===== config.mk =====
export PLATFORM = sky130hd
export DESIGN_NAME = router_fsm
export DESIGN_NICKNAME = d
export VERILOG_FILES = /design/src/rtl/router_fsm.sv
export SDC_FILE = /design/constraint.sdc
export NUM_CORES = 1
export LEC_CHECK = 0
export BUFFER_PORTS_ARGS = -buffer_cell sky130_fd_sc_hd__clkbuf_2
export CAP_MARGIN = 20
export CORE_AREA = 10 10 47 49
export CTS_BUF_LIST = sky130_fd_sc_hd__clkbuf_4
export CTS_CLUSTER_SIZE = 28
export DETAILED_ROUTE_END_ITERATION = 10
export DIE_AREA = 0 0 57 59
export SYNTH_ARGS = -nofsm -noshare
export SYNTH_HDL_FRONTEND = slang
export SYNTH_SLANG_ARGS = --single-unit

===== constraint.sdc =====
create_clock -name clk -period 3.72 [get_ports clk]
set_input_delay 0.558 -clock clk [delete_from_list [all_inputs] [get_ports clk]]
set_output_delay 0.558 -clock clk [all_outputs]
set_load 0.1 [all_outputs]

===== src/rtl/router_fsm.sv =====
// router_fsm: packet-sequencing controller for the 1x3 router; optional drop counter under ROUTER_FSM_DROP_CNT_EN
module router_fsm #(
  parameter int ADDR_W = 2
) (
  input  logic              clk,
  input  logic              resetn,
  input  logic              pkt_valid,
  input  logic [ADDR_W-1:0] data_in,
  input  logic              fifo_full,
  input  logic              fifo_empty_0,
  input  logic              fifo_empty_1,
  input  logic              fifo_empty_2,
  input  logic              soft_reset_0,
  input  logic              soft_reset_1,
  input  logic              soft_reset_2,
  input  logic              parity_done,
  input  logic              low_pkt_valid,
  output logic              detect_add,
  output logic              lfd_state,
  output logic              ld_state,
  output logic              laf_state,
  output logic              full_state,
  output logic              rst_int_reg,
  output logic              write_enb_reg,
  output logic              busy
`ifdef ROUTER_FSM_DROP_CNT_EN
  ,
  output logic [7:0]        drop_cnt
`endif
);
  typedef enum logic [2:0] {DA, LFD, LD, FFS, LAF, LP, CPE, WTE} state_t;
  localparam logic [ADDR_W-1:0] BAD = ADDR_W'(3);
  state_t state, next;
  logic [ADDR_W-1:0] addr;
  logic in_empty, sel_empty, sel_soft, soft_exit;
  function automatic logic pick(input logic [ADDR_W-1:0] a, input logic [2:0] v);
    return (a == ADDR_W'(0)) ? v[0] : (a == ADDR_W'(1)) ? v[1] : (a == ADDR_W'(2)) ? v[2] : 1'b0;
  endfunction
  always_ff @(posedge clk) begin
    if (!resetn) begin
      state <= DA;
      addr  <= '0;
    end else begin
      state <= next;
      if (state == DA && pkt_valid) addr <= data_in;
    end
  end
  // DA decodes the live header; every later state works off the latched address
  always_comb begin
    in_empty  = pick(data_in, {fifo_empty_2, fifo_empty_1, fifo_empty_0});
    sel_empty = pick(addr, {fifo_empty_2, fifo_empty_1, fifo_empty_0});
    sel_soft  = pick(addr, {soft_reset_2, soft_reset_1, soft_reset_0});
    soft_exit = state != DA && sel_soft;
    next = state;
    case (state)
      DA:  if (pkt_valid && data_in < BAD) next = in_empty ? LFD : WTE;
      LFD: next = LD;
      LD:  next = fifo_full ? FFS : !pkt_valid ? LP : LD;
      FFS: next = fifo_full ? FFS : LAF;
      LAF: next = parity_done ? DA : low_pkt_valid ? LP : LD;
      LP:  next = CPE;
      CPE: next = fifo_full ? FFS : DA;
      WTE: next = sel_empty ? LFD : WTE;
      default: next = DA;
    endcase
    if (soft_exit) next = DA;
    detect_add    = state == DA;
    lfd_state     = state == LFD;
    ld_state      = state == LD;
    laf_state     = state == LAF;
    full_state    = state == FFS;
    rst_int_reg   = state == CPE;
    write_enb_reg = state == LFD || state == LD || state == LAF || state == LP;
    busy          = state != DA && state != LD;
  end
`ifdef ROUTER_FSM_DROP_CNT_EN
  logic drop;
  assign drop = (state == DA && pkt_valid && data_in == BAD) || soft_exit;
  always_ff @(posedge clk) begin
    if (!resetn) drop_cnt <= '0;
    else if (drop && drop_cnt != 8'hff) drop_cnt <= drop_cnt + 8'd1;
  end
`endif
endmodule


==> results.rst, run 1 <==
.. list-table::
   :header-rows: 1

   * - Metric
     - Value
   * - Result of the run
     - finished clean
   * - Peak per-stage delay on the critical path
     - about 470 ps
   * - Via density per instance
     - 4.879
   * - Postcts setup bufs
     - 0
   * - Clk sink count
     - 5
   * - Met1 routing resource usage after global routing
     - about 9%
   * - Count of distinct cell types in the synthesized netlist
     - 28
   * - Maximum number of pins on one net before global-route repair
     - 13
   * - # rows
     - 14
   * - Via count of the first global-routing pass
     - 495
   * - Placed standard-cell area
     - 553.0 µm²
   * - Total nets after synthesis
     - 73
   * - Critical path capture point type
     - primary output
   * - DR vias
     - 483
   * - Count of nets left with antenna violations after detail routing
     - 0
   * - Maximum capacitance violations
     - 0
   * - First-pass iteration count of the detailed router
     - 2
   * - R2r worst-path depth
     - 5
   * - Mean instance size in the synthesized netlist
     - 7.338 µm²
   * - Clock tree from TritonCTS
     - done
   * - Startpoint types
     - flip-flop
   * - RePlAce Congestion
     - around 0.74
   * - Cts bufs inserted
     - 3
   * - Number of design rule violations left after detail routing
     - 0
   * - Fraction of layout cells with a size suffix above 1
     - 36.14%
   * - Clk_lat worst skew
     - about 240 ps
   * - Hold-fix buffer count after cts
     - 0
   * - Max-slew violation total from the final report
     - 0
   * - Aggregate routed wire length
     - about 1200 µm
   * - Post-cts sizing count
     - 0
   * - Path category of the worst min-delay check
     - reg -> reg
   * - Number of H-tree levels
     - 1
   * - Fin crit share
     - 57.52%
   * - Logic depth of the worst setup path including buffers
     - 3
   * - Total standard cell area after synthesis
     - 432.9 µm²
   * - Critical path fanouts, max
     - 12
   * - GRT met2 Usage
     - 11.63%
   * - Synthesis-to-layout area growth
     - 34.68%
   * - Crit path time final
     - 2140 ps
   * - Met3 usage
     - 2.361%
   * - Master of the slowest instance on the critical path
     - sky130_fd_sc_hd__clkbuf_2
   * - Sequential cell area fraction in the yosys report
     - 23.12%
   * - Number of instances in the synthesized netlist
     - 59
   * - Path type of the worst setup path
     - reg -> out
   * - Initial antenna violation count
     - 0
   * - Global-route wire length before repair
     - 2097 µm
   * - Count of final hold-check violations
     - 0
   * - Final Instance Area
     - 583.1 µm²
   * - Max Buffers Root-to-Sink
     - 2
   * - Number of enable-type register cells in the synthesized netlist
     - 0
   * - Critical-path cell list
     - or2_2 > xnor2_1 > clkbuf_2
   * - Buf/Inv on CP
     - 1
   * - Std-Cell Core Area
     - around 0.0014 mm²
   * - Worst Clk Skew
     - 1.001 ps
   * - Area share of the leading cell type in the synthesized netlist
     - 23.12%
   * - R2R setup slack
     - 2320 ps
   * - Initial Utilization
     - 30.89%
   * - FFs w/ async S/R, synth
     - 0%
   * - Clock-pin slew of the registers on the worst-case setup and hold paths
     - ~40 ps
   * - Data required, critical path
     - roughly 3200 ps
   * - Width of the chip
     - 57 µm
   * - Area enclosed by the die boundary
     - about 0.0034 mm²
   * - Timing-limited maximum frequency
     - 0.4674 GHz
   * - Filler cells
     - ~160
   * - Number of nets at the end of the flow
     - 98
   * - Post-DP HPWL
     - 991.6 µm
   * - Leading post-synthesis cells by instance count
     - sky130_fd_sc_hd__nand2_1, sky130_fd_sc_hd__nor2_1, sky130_fd_sc_hd__o21ai_0, sky130_fd_sc_hd__dfxtp_1
   * - Tightest Pin Transition
     - 551.8 ps
   * - FF+latch count, synth
     - 5
   * - Chip Height
     - 59 µm
   * - Unrepaired setup endpoints after global routing
     - no
   * - Most Used Layer, Global Route
     - met2
   * - Total gr overflow
     - 0
   * - Count of cells along the worst hold path
     - 2
   * - Leading post-synthesis cells by cell area
     - sky130_fd_sc_hd__dfxtp_1, sky130_fd_sc_hd__mux2i_1, sky130_fd_sc_hd__o21ai_0, sky130_fd_sc_hd__nand2_1, sky130_fd_sc_hd__nor2_1
   * - Critical Path AT
     - 1580 ps
   * - Wire length per cell after detailed routing
     - 11.72 µm
   * - Most frequent cell after synthesis
     - sky130_fd_sc_hd__nand2_1
   * - Diode insertion count for antenna repair
     - 0
   * - Clock root cell
     - sky130_fd_sc_hd__clkbuf_4
   * - IO Count
     - 22
   * - Ys flop type
     - sky130_fd_sc_hd__dfxtp_1
   * - IO Port Bufs
     - 21
   * - Delay-heaviest family, CP
     - buffers and inverters
   * - Max-slew headroom at the worst pin
     - 63.37%
   * - Synthesis warning total
     - 0
   * - Setup total negative slack
     - 0 ps
   * - Finish-stage setup viols
     - 0
   * - GRT Util Overall
     - around 7.6%
   * - DRC marker count from the first detailed-route iteration
     - 7
   * - Yosys top cell by area
     - sky130_fd_sc_hd__dfxtp_1
-- metal layers --
metal	share of wire [%]	vias up
met1	46	211
met5	0	-
met2	50	9
li1	-	263
met3	4.1	0
met4	0	0
-- final timing paths --
check                                to                   from
hold / removal     addr[0]$_SDFFE_PN0P_   addr[0]$_SDFFE_PN0P_
hold reg to reg    addr[0]$_SDFFE_PN0P_   addr[0]$_SDFFE_PN0P_
setup reg to reg  state[1]$_SDFFE_PP0P_  state[2]$_SDFFE_PP0P_
setup / recovery          write_enb_reg  state[2]$_SDFFE_PP0P_
-- cell type report --
| type | instances | area, µm² | share of cell area [%] |
|---|---|---|---|
| flip-flops and latches | 5 | 100.1 | 17.17 |
| repair buffers | 21 | 105.1 | 18.03 |
| well taps | 16 | 20.02 | 3.433 |
| clock buffers | 4 | 30.03 | 5.150 |
| multi-input cells | 49 | 307.8 | 52.79 |
| inverters | 4 | 20.02 | 3.433 |
-- cell usage in the layout, fill, tap and decap left out --
cell                       count
sky130_fd_sc_hd__dfxtp_1       5
sky130_fd_sc_hd__nor3_1        3
sky130_fd_sc_hd__or2_2         1
sky130_fd_sc_hd__nand3_1       2
sky130_fd_sc_hd__nor2b_1       2
sky130_fd_sc_hd__o31a_1        1
sky130_fd_sc_hd__o221ai_1      2
sky130_fd_sc_hd__a21boi_2      1
sky130_fd_sc_hd__o21ai_0       6
sky130_fd_sc_hd__a21boi_1      2
sky130_fd_sc_hd__clkbuf_4      4
sky130_fd_sc_hd__nor2_1        6
sky130_fd_sc_hd__nand2b_1      2
sky130_fd_sc_hd__mux2i_1       3
sky130_fd_sc_hd__and2b_1       1
sky130_fd_sc_hd__inv_1         3
sky130_fd_sc_hd__xnor2_1       1
sky130_fd_sc_hd__o41ai_1       1
sky130_fd_sc_hd__clkinv_4      1
sky130_fd_sc_hd__a221o_1       1
sky130_fd_sc_hd__clkbuf_2     21
sky130_fd_sc_hd__a21oi_1       1
sky130_fd_sc_hd__nand3_2       1
sky130_fd_sc_hd__nand2_1       7
sky130_fd_sc_hd__and3_1        1
sky130_fd_sc_hd__a31oi_1       1
sky130_fd_sc_hd__and3b_1       1
sky130_fd_sc_hd__or3_4         1
sky130_fd_sc_hd__o21a_1        1
-- logic make-up (layout without fill, tap and decap cells) --
| family | after synthesis | in the layout | share of synthesized area, % |
|---|---|---|---|
| buffers and inverters | 5 | 29 | 5.779 |
| muxes | 3 | 3 | 6.937 |
| and+or+nand+nor | 28 | 28 | 34.39 |
| AOI/OAI and AO/OA | 17 | 17 | 27.75 |
| xor gates and xnor gates | 1 | 1 | 2.023 |
| DFF | 5 | 5 | 23.12 |
-- worst reg2reg max path, stage by stage (launching register included) --
cell,delay [ps]
sky130_fd_sc_hd__dfxtp_1,500
sky130_fd_sc_hd__or3_4,210
sky130_fd_sc_hd__clkinv_4,60
sky130_fd_sc_hd__o221ai_1,70
sky130_fd_sc_hd__o41ai_1,140
sky130_fd_sc_hd__o31a_1,310
-- state kept, by name, summed over array words and instances, names as in the netlist --
signal and flops:
state 3, addr 2
-- through the flow --
step                      setup slack [ps]  utilization, %  instances  hold WS [ps]
after floorplan                      538.6               -         59         481.4
after global placement                1841           39.46         95         526.6
after detailed placement              1826           39.46         95         512.1
after CTS                             1554           41.61         99         519.3
after global routing                  1470           41.61         99         554.1
final                                 1580           41.61         99         518.7
Power of run 1 is not shown: default switching activity piles up to over one toggle a cycle in this logic, so the estimate is an artifact.
==> inputs of run 2 (changes only) <==
Clock period 3.72 ns to 2.2 ns, I/O delays scaled along.
==> results.rst, run 2 (same netlist as run 1, synthesis figures left out) <==
.. list-table::
   :header-rows: 1

   * - Metric
     - Value
   * - Max Buffers Root-to-Sink
     - 2 (unchanged)
   * - Max-slew violation total from the final report
     - 0 (unchanged)
   * - Result of the run
     - finished clean
   * - Clock tree from TritonCTS
     - done
   * - Clk sink count
     - 5 (unchanged)
   * - Number of H-tree levels
     - 1 (unchanged)
   * - IO Count
     - 22 (unchanged)
   * - RePlAce Congestion
     - 0.8374 (+13%)
   * - Postcts setup bufs
     - 0 (unchanged)
   * - Finish-stage setup viols
     - 0 (unchanged)
   * - Initial Utilization
     - 30.89% (unchanged)
   * - Max-slew headroom at the worst pin
     - 63.68% (+0.31 points)
   * - Critical path fanouts, max
     - 12 (unchanged)
   * - Timing-limited maximum frequency
     - between 0.5 and 0.6 GHz
   * - GRT Util Overall
     - 7.593% (-0.013 points)
   * - Number of nets at the end of the flow
     - 98 (unchanged)
   * - Leading cell type in the layout, fill and taps excluded
     - sky130_fd_sc_hd__clkbuf_2
   * - Critical path capture point type
     - primary output
   * - DRC marker count from the first detailed-route iteration
     - 7 (unchanged)
   * - Maximum capacitance violations
     - 0 (unchanged)
   * - Wire length per cell after detailed routing
     - 11.73 µm (about the same)
   * - Width of the chip
     - 57 µm (unchanged)
   * - Path category of the worst min-delay check
     - in -> reg
   * - Initial antenna violation count
     - 0 (unchanged)
   * - Via count of the first global-routing pass
     - 509 (+2.8%)
   * - Crit path time final
     - a little under 2000 ps
   * - Tightest Pin Transition
     - 547.1 ps (-4.652 ps)
   * - Critical Path AT
     - 1590 ps (about the same)
   * - Setup total negative slack
     - 0 ps (unchanged)
   * - Critical-path cell list
     - or2_2 > xnor2_2 > clkbuf_2
   * - Std-Cell Core Area
     - 0.001401 mm² (unchanged)
   * - Clock root cell
     - sky130_fd_sc_hd__clkbuf_4
   * - Fin crit share
     - 87.44%
   * - Synthesis-to-layout area growth
     - 38.73%
   * - Data required, critical path
     - 1870 ps (-1290 ps)
   * - First-pass iteration count of the detailed router
     - 4 (+2)
   * - Diode insertion count for antenna repair
     - 0 (unchanged)
   * - Maximum number of pins on one net before global-route repair
     - 13 (unchanged)
   * - DR vias
     - 497 (+2.9%)
   * - Number of flip-flops under the largest register name
     - 3 (unchanged)
   * - IO Port Bufs
     - 21 (unchanged)
   * - Top library cells by usage in the layout, fill and taps aside
     - sky130_fd_sc_hd__clkbuf_2, sky130_fd_sc_hd__nand2_1, sky130_fd_sc_hd__o21ai_0
   * - Hold-fix buffer count after cts
     - 0 (unchanged)
   * - Post-cts sizing count
     - 0 (unchanged)
   * - Count of final hold-check violations
     - 0 (unchanged)
   * - Unrepaired setup endpoints after global routing
     - no
   * - Aggregate routed wire length
     - 1161 µm (about the same)
   * - Number of design rule violations left after detail routing
     - 0 (unchanged)
   * - Count of nets left with antenna violations after detail routing
     - 0 (unchanged)
   * - Worst Clk Skew
     - 0.6910 ps (-0.3098 ps)
   * - Cts bufs inserted
     - 3 (unchanged)
   * - Chip Height
     - 59 µm (unchanged)
   * - Path type of the worst setup path
     - reg -> out
   * - Largest Register
     - state
   * - Fraction of layout cells with a size suffix above 1
     - 40.96% (+4.8 points)
   * - Global-route wire length before repair
     - 2076 µm (-1.0%)
   * - Area enclosed by the die boundary
     - 0.003363 mm² (unchanged)
   * - Clock-pin slew of the registers on the worst-case setup and hold paths
     - 40 ps (about the same)
   * - Post-DP HPWL
     - 1009 µm (+1.8%)
   * - Master of the slowest instance on the critical path
     - sky130_fd_sc_hd__clkbuf_2
   * - Clk_lat worst skew
     - 240 ps (about the same)
   * - Peak per-stage delay on the critical path
     - 470 ps (about the same)
   * - Via density per instance
     - 5.020 (+2.9%)
   * - Registers with the most flip-flops
     - state x3, addr x2
   * - Startpoint types
     - flip-flop
   * - Total gr overflow
     - 0 (unchanged)
   * - # rows
     - 14 (unchanged)
-- run 2: changes by cell type in the layout (fill, tap and decap cells not counted) --
cell | before | now
sky130_fd_sc_hd__nor3_2 | 0 | 1
sky130_fd_sc_hd__nor2_2 | 0 | 2
sky130_fd_sc_hd__xnor2_1 | 1 | 0
sky130_fd_sc_hd__xnor2_2 | 0 | 1
sky130_fd_sc_hd__nor2_1 | 6 | 4
sky130_fd_sc_hd__nor3_1 | 3 | 2
-- run 2: stage by stage --
step	std cells	setup WS, ps	hold WS [ps]	util, %	area [µm²]
floorplan	59	-111.9	476.4	-	450.4
global placement	95	544.8	521.3	40.71	570.5
detailed placement	95	521.8	514.3	40.71	570.5
CTS	99	258.5	344.0	42.86	600.6
global route	99	193.5	352.9	42.86	600.6
finish	99	276.3	351.7	42.86	600.6
-- run 2: path summary, 6_finish.rpt --
path / slack (ps) / startpoint / to / cells after the start
worst max-delay path: 280 / state[2]$_SDFFE_PP0P_ / write_enb_reg / 3
worst min-delay path: 350 / resetn / addr[1]$_SDFFE_PN0P_ / 2
worst max register to register: 790 / state[2]$_SDFFE_PP0P_ / state[2]$_SDFFE_PP0P_ / 4
worst min register to register: 510 / addr[1]$_SDFFE_PN0P_ / addr[1]$_SDFFE_PN0P_ / 2
-- run 2: per-layer routing --
metal | up-vias | track usage (%) | routed length [µm]
met3 | 0 | 3.219 | 83
met5 | - | 0 | 0
li1 | 262 | - | -
met4 | 0 | 5.034 | 0
met2 | 15 | 12.40 | 615
met1 | 220 | 7.801 | 462
-- run 2: final cells by class --
type	count	area, µm²
Timing Repair Buffer	21	105.1
Tap cell	16	20.02
Fill cell	154	800.8
Clock buffer	4	30.03
Inverter	4	20.02
Sequential cell	5	100.1
Multi-Input combinational cell	49	325.3
-- run 2: worst max-delay path, delay by kind of cell (launching register included) --
kind                      cells  cell delay (ps)
buffers and inverters         1              470
xor gates and xnor gates      1              130
and+or+nand+nor               1              360
DFF                           1              390
Power of run 2 is left out for the same reason.
==> inputs of run 3 (changes only) <==
--- a/config.mk
+++ b/config.mk
@@ -14,2 +14,3 @@
 export DIE_AREA = 0 0 57 59
+export RECOVER_POWER = 50
 export SYNTH_ARGS = -nofsm -noshare
--- a/constraint.sdc
+++ b/constraint.sdc
@@ -3,2 +3,2 @@
 set_output_delay 0.33 -clock clk [all_outputs]
-set_load 0.1 [all_outputs]
+set_load 0.01 [all_outputs]
==> results.rst, run 3 (same netlist as run 1, synthesis figures left out) <==
.. list-table::
   :header-rows: 1

   * - Metric
     - Value
   * - Largest Register
     - state
   * - Number of flip-flops under the largest register name
     - 3 (unchanged)
   * - Critical Path AT
     - 1400 ps (-190 ps)
   * - Fraction of layout cells with a size suffix above 1
     - 32.53% (-8.4 points)
   * - Count of nets left with antenna violations after detail routing
     - 0 (unchanged)
   * - Fin crit share
     - 78.42% (-9.0 points)
   * - Clock-pin slew of the registers on the worst-case setup and hold paths
     - 50 ps (about the same)
   * - Static Leakage
     - 0.0002651 µW
   * - Post-DP HPWL
     - 1049 µm (+3.9%)
   * - Leading cell type in the layout, fill and taps excluded
     - sky130_fd_sc_hd__clkbuf_2
   * - Max-slew headroom at the worst pin
     - 74.88% (+11 points)
   * - Top library cells by usage in the layout, fill and taps aside
     - sky130_fd_sc_hd__clkbuf_2, sky130_fd_sc_hd__nand2_1, sky130_fd_sc_hd__nor2_1, sky130_fd_sc_hd__o21ai_0, sky130_fd_sc_hd__dfxtp_1
   * - Area enclosed by the die boundary
     - 0.003363 mm² (unchanged)
   * - Wire length per cell after detailed routing
     - 12.76 µm (+8.8%)
   * - Cts bufs inserted
     - 3 (unchanged)
   * - Power density over cell area
     - ~1400 mW/mm²
   * - Total gr overflow
     - 0 (unchanged)
   * - Maximum capacitance violations
     - 0 (unchanged)
   * - Clock tree from TritonCTS
     - done
   * - Via count of the first global-routing pass
     - 470 (-7.7%)
   * - Final Instance Area
     - 569.3 µm² (-5.2%)
   * - Worst slack on hold paths
     - 343.2 ps (-8.494 ps)
   * - Clk sink count
     - 5 (unchanged)
   * - Crit path time final
     - 1725 ps (-198.5 ps)
   * - DR vias
     - 507 (+2.0%)
   * - # rows
     - 14 (unchanged)
   * - Initial antenna violation count
     - 0 (unchanged)
   * - IO Count
     - 22 (unchanged)
   * - Initial Utilization
     - 30.89% (unchanged)
   * - DRC marker count from the first detailed-route iteration
     - 4 (-3)
   * - Clk_lat worst skew
     - 250 ps (about the same)
   * - Setup total negative slack
     - 0 ps (unchanged)
   * - Critical path capture point type
     - primary output
   * - Count of placed standard cells in the final layout, fillers left out
     - 99 (unchanged)
   * - Timing-limited maximum frequency
     - 0.5796 GHz (+12%)
   * - Number of H-tree levels
     - 1 (unchanged)
   * - Number of nets at the end of the flow
     - 98 (unchanged)
   * - Std-Cell Core Area
     - 0.001401 mm² (unchanged)
   * - Startpoint types
     - flip-flop
   * - Synthesis-to-layout area growth
     - 31.50%
   * - Aggregate routed wire length
     - 1263 µm (+8.8%)
   * - Registers with the most flip-flops
     - state x3, addr x2
   * - Via density per instance
     - 5.121 (+2.0%)
   * - Postcts setup bufs
     - 0 (unchanged)
   * - Peak ir drop on the vdd network
     - 0.5819 mV
   * - IO Port Bufs
     - 21 (unchanged)
   * - Data required, critical path
     - 1870 ps (about the same)
   * - Tightest Pin Transition
     - 373.5 ps (-173.6 ps)
   * - Global-route wire length before repair
     - 1952 µm (-6.0%)
   * - Result of the run
     - finished clean
   * - RePlAce Congestion
     - 0.7752 (-7.4%)
   * - Clock root cell
     - sky130_fd_sc_hd__clkbuf_4
   * - Number of design rule violations left after detail routing
     - 0 (unchanged)
   * - Worst Clk Skew
     - 5.706 ps (+5.015 ps)
   * - Width of the chip
     - 57 µm (unchanged)
   * - Maximum number of pins on one net before global-route repair
     - 13 (unchanged)
   * - Critical-path cell list
     - or3_1 > clkinvlp_2 > clkbuf_2
   * - Peak per-stage delay on the critical path
     - 440 ps (-30 ps)
   * - Path category of the worst min-delay check
     - in -> reg
   * - Finish-stage setup viols
     - 0 (unchanged)
   * - Chip Height
     - 59 µm (unchanged)
   * - Unrepaired setup endpoints after global routing
     - no
   * - Critical path fanouts, max
     - 8 (-4)
   * - Max-slew violation total from the final report
     - 0 (unchanged)
   * - First-pass iteration count of the detailed router
     - 2 (-2)
   * - GRT Util Overall
     - 7.452% (-0.14 points)
   * - Diode insertion count for antenna repair
     - 0 (unchanged)
   * - Hold-fix buffer count after cts
     - 0 (unchanged)
   * - Path type of the worst setup path
     - reg -> out
   * - Number of placed instances with taps included
     - 95 (unchanged)
   * - Post-cts sizing count
     - 0 (unchanged)
   * - Max Buffers Root-to-Sink
     - 2 (unchanged)
   * - Placed standard-cell area
     - 553.0 µm² (-3.1%)
   * - Count of final hold-check violations
     - 0 (unchanged)
   * - Master of the slowest instance on the critical path
     - sky130_fd_sc_hd__or3_1
==> run 3: metal layers <==
metal	up-vias	wire, µm	global-route usage (%)	share of wire (%)
met2	13	611	12.09	48
li1	260	-	-	-
met4	0	47	7.047	3.7
met1	228	513	6.699	41
met5	-	0	0	0
met3	6	91	3.648	7.2
==> run 3: report_power, final <==
group / leakage, µW / switching, µW / internal (µW)
Combinational: 0.000206 / 262 / 206
Sequential: 0.0000410 / 66.5 / 127
Clock: 0.0000184 / 39.9 / 81.0
Total: 0.000265 / 368 / 413
==> run 3: stage by stage <==
| step | utilization (%) | total power, µW | worst slack (ps) |
|---|---|---|---|
| after global placement | 39.46 | 702.3 | 847.7 |
| after CTS | 41.61 | 833.4 | 587.4 |
| after detailed placement | 39.46 | 708.6 | 823.5 |
| after global routing | 40.63 | 856.5 | 402.9 |
| after floorplan | - | 548.5 | 850.5 |
| final | 40.63 | 781.7 | 474.8 |
==> run 3: layout make-up <==
| class | instances | area [µm²] |
|---|---|---|
| fill | 168 | 832.0 |
| multi-input combinational | 49 | 299.0 |
| clock buffer | 4 | 30.03 |
| tap | 16 | 20.02 |
| timing repair buffer | 21 | 103.9 |
| inverter | 4 | 16.27 |
| sequential | 5 | 100.1 |
==> run 3: worst max-delay path: cells and delay by family, from the launching register on <==
kind,cells,cell delay [ps]
buf+inv,2,340
simple gates,1,440
flops,1,370
==> run 3: path summary, 6_finish.rpt <==
check / from / end / slack [ps] / cells after the start
setup / recovery: state[0]$_SDFFE_PP0P_ / detect_add / 470 / 3
hold / removal: resetn / addr[1]$_SDFFE_PN0P_ / 340 / 2
setup reg to reg: state[0]$_SDFFE_PP0P_ / state[1]$_SDFFE_PP0P_ / 540 / 5
hold reg to reg: addr[0]$_SDFFE_PN0P_ / addr[0]$_SDFFE_PN0P_ / 520 / 2
No activity file was read; power rests on OpenSTA's default activity.
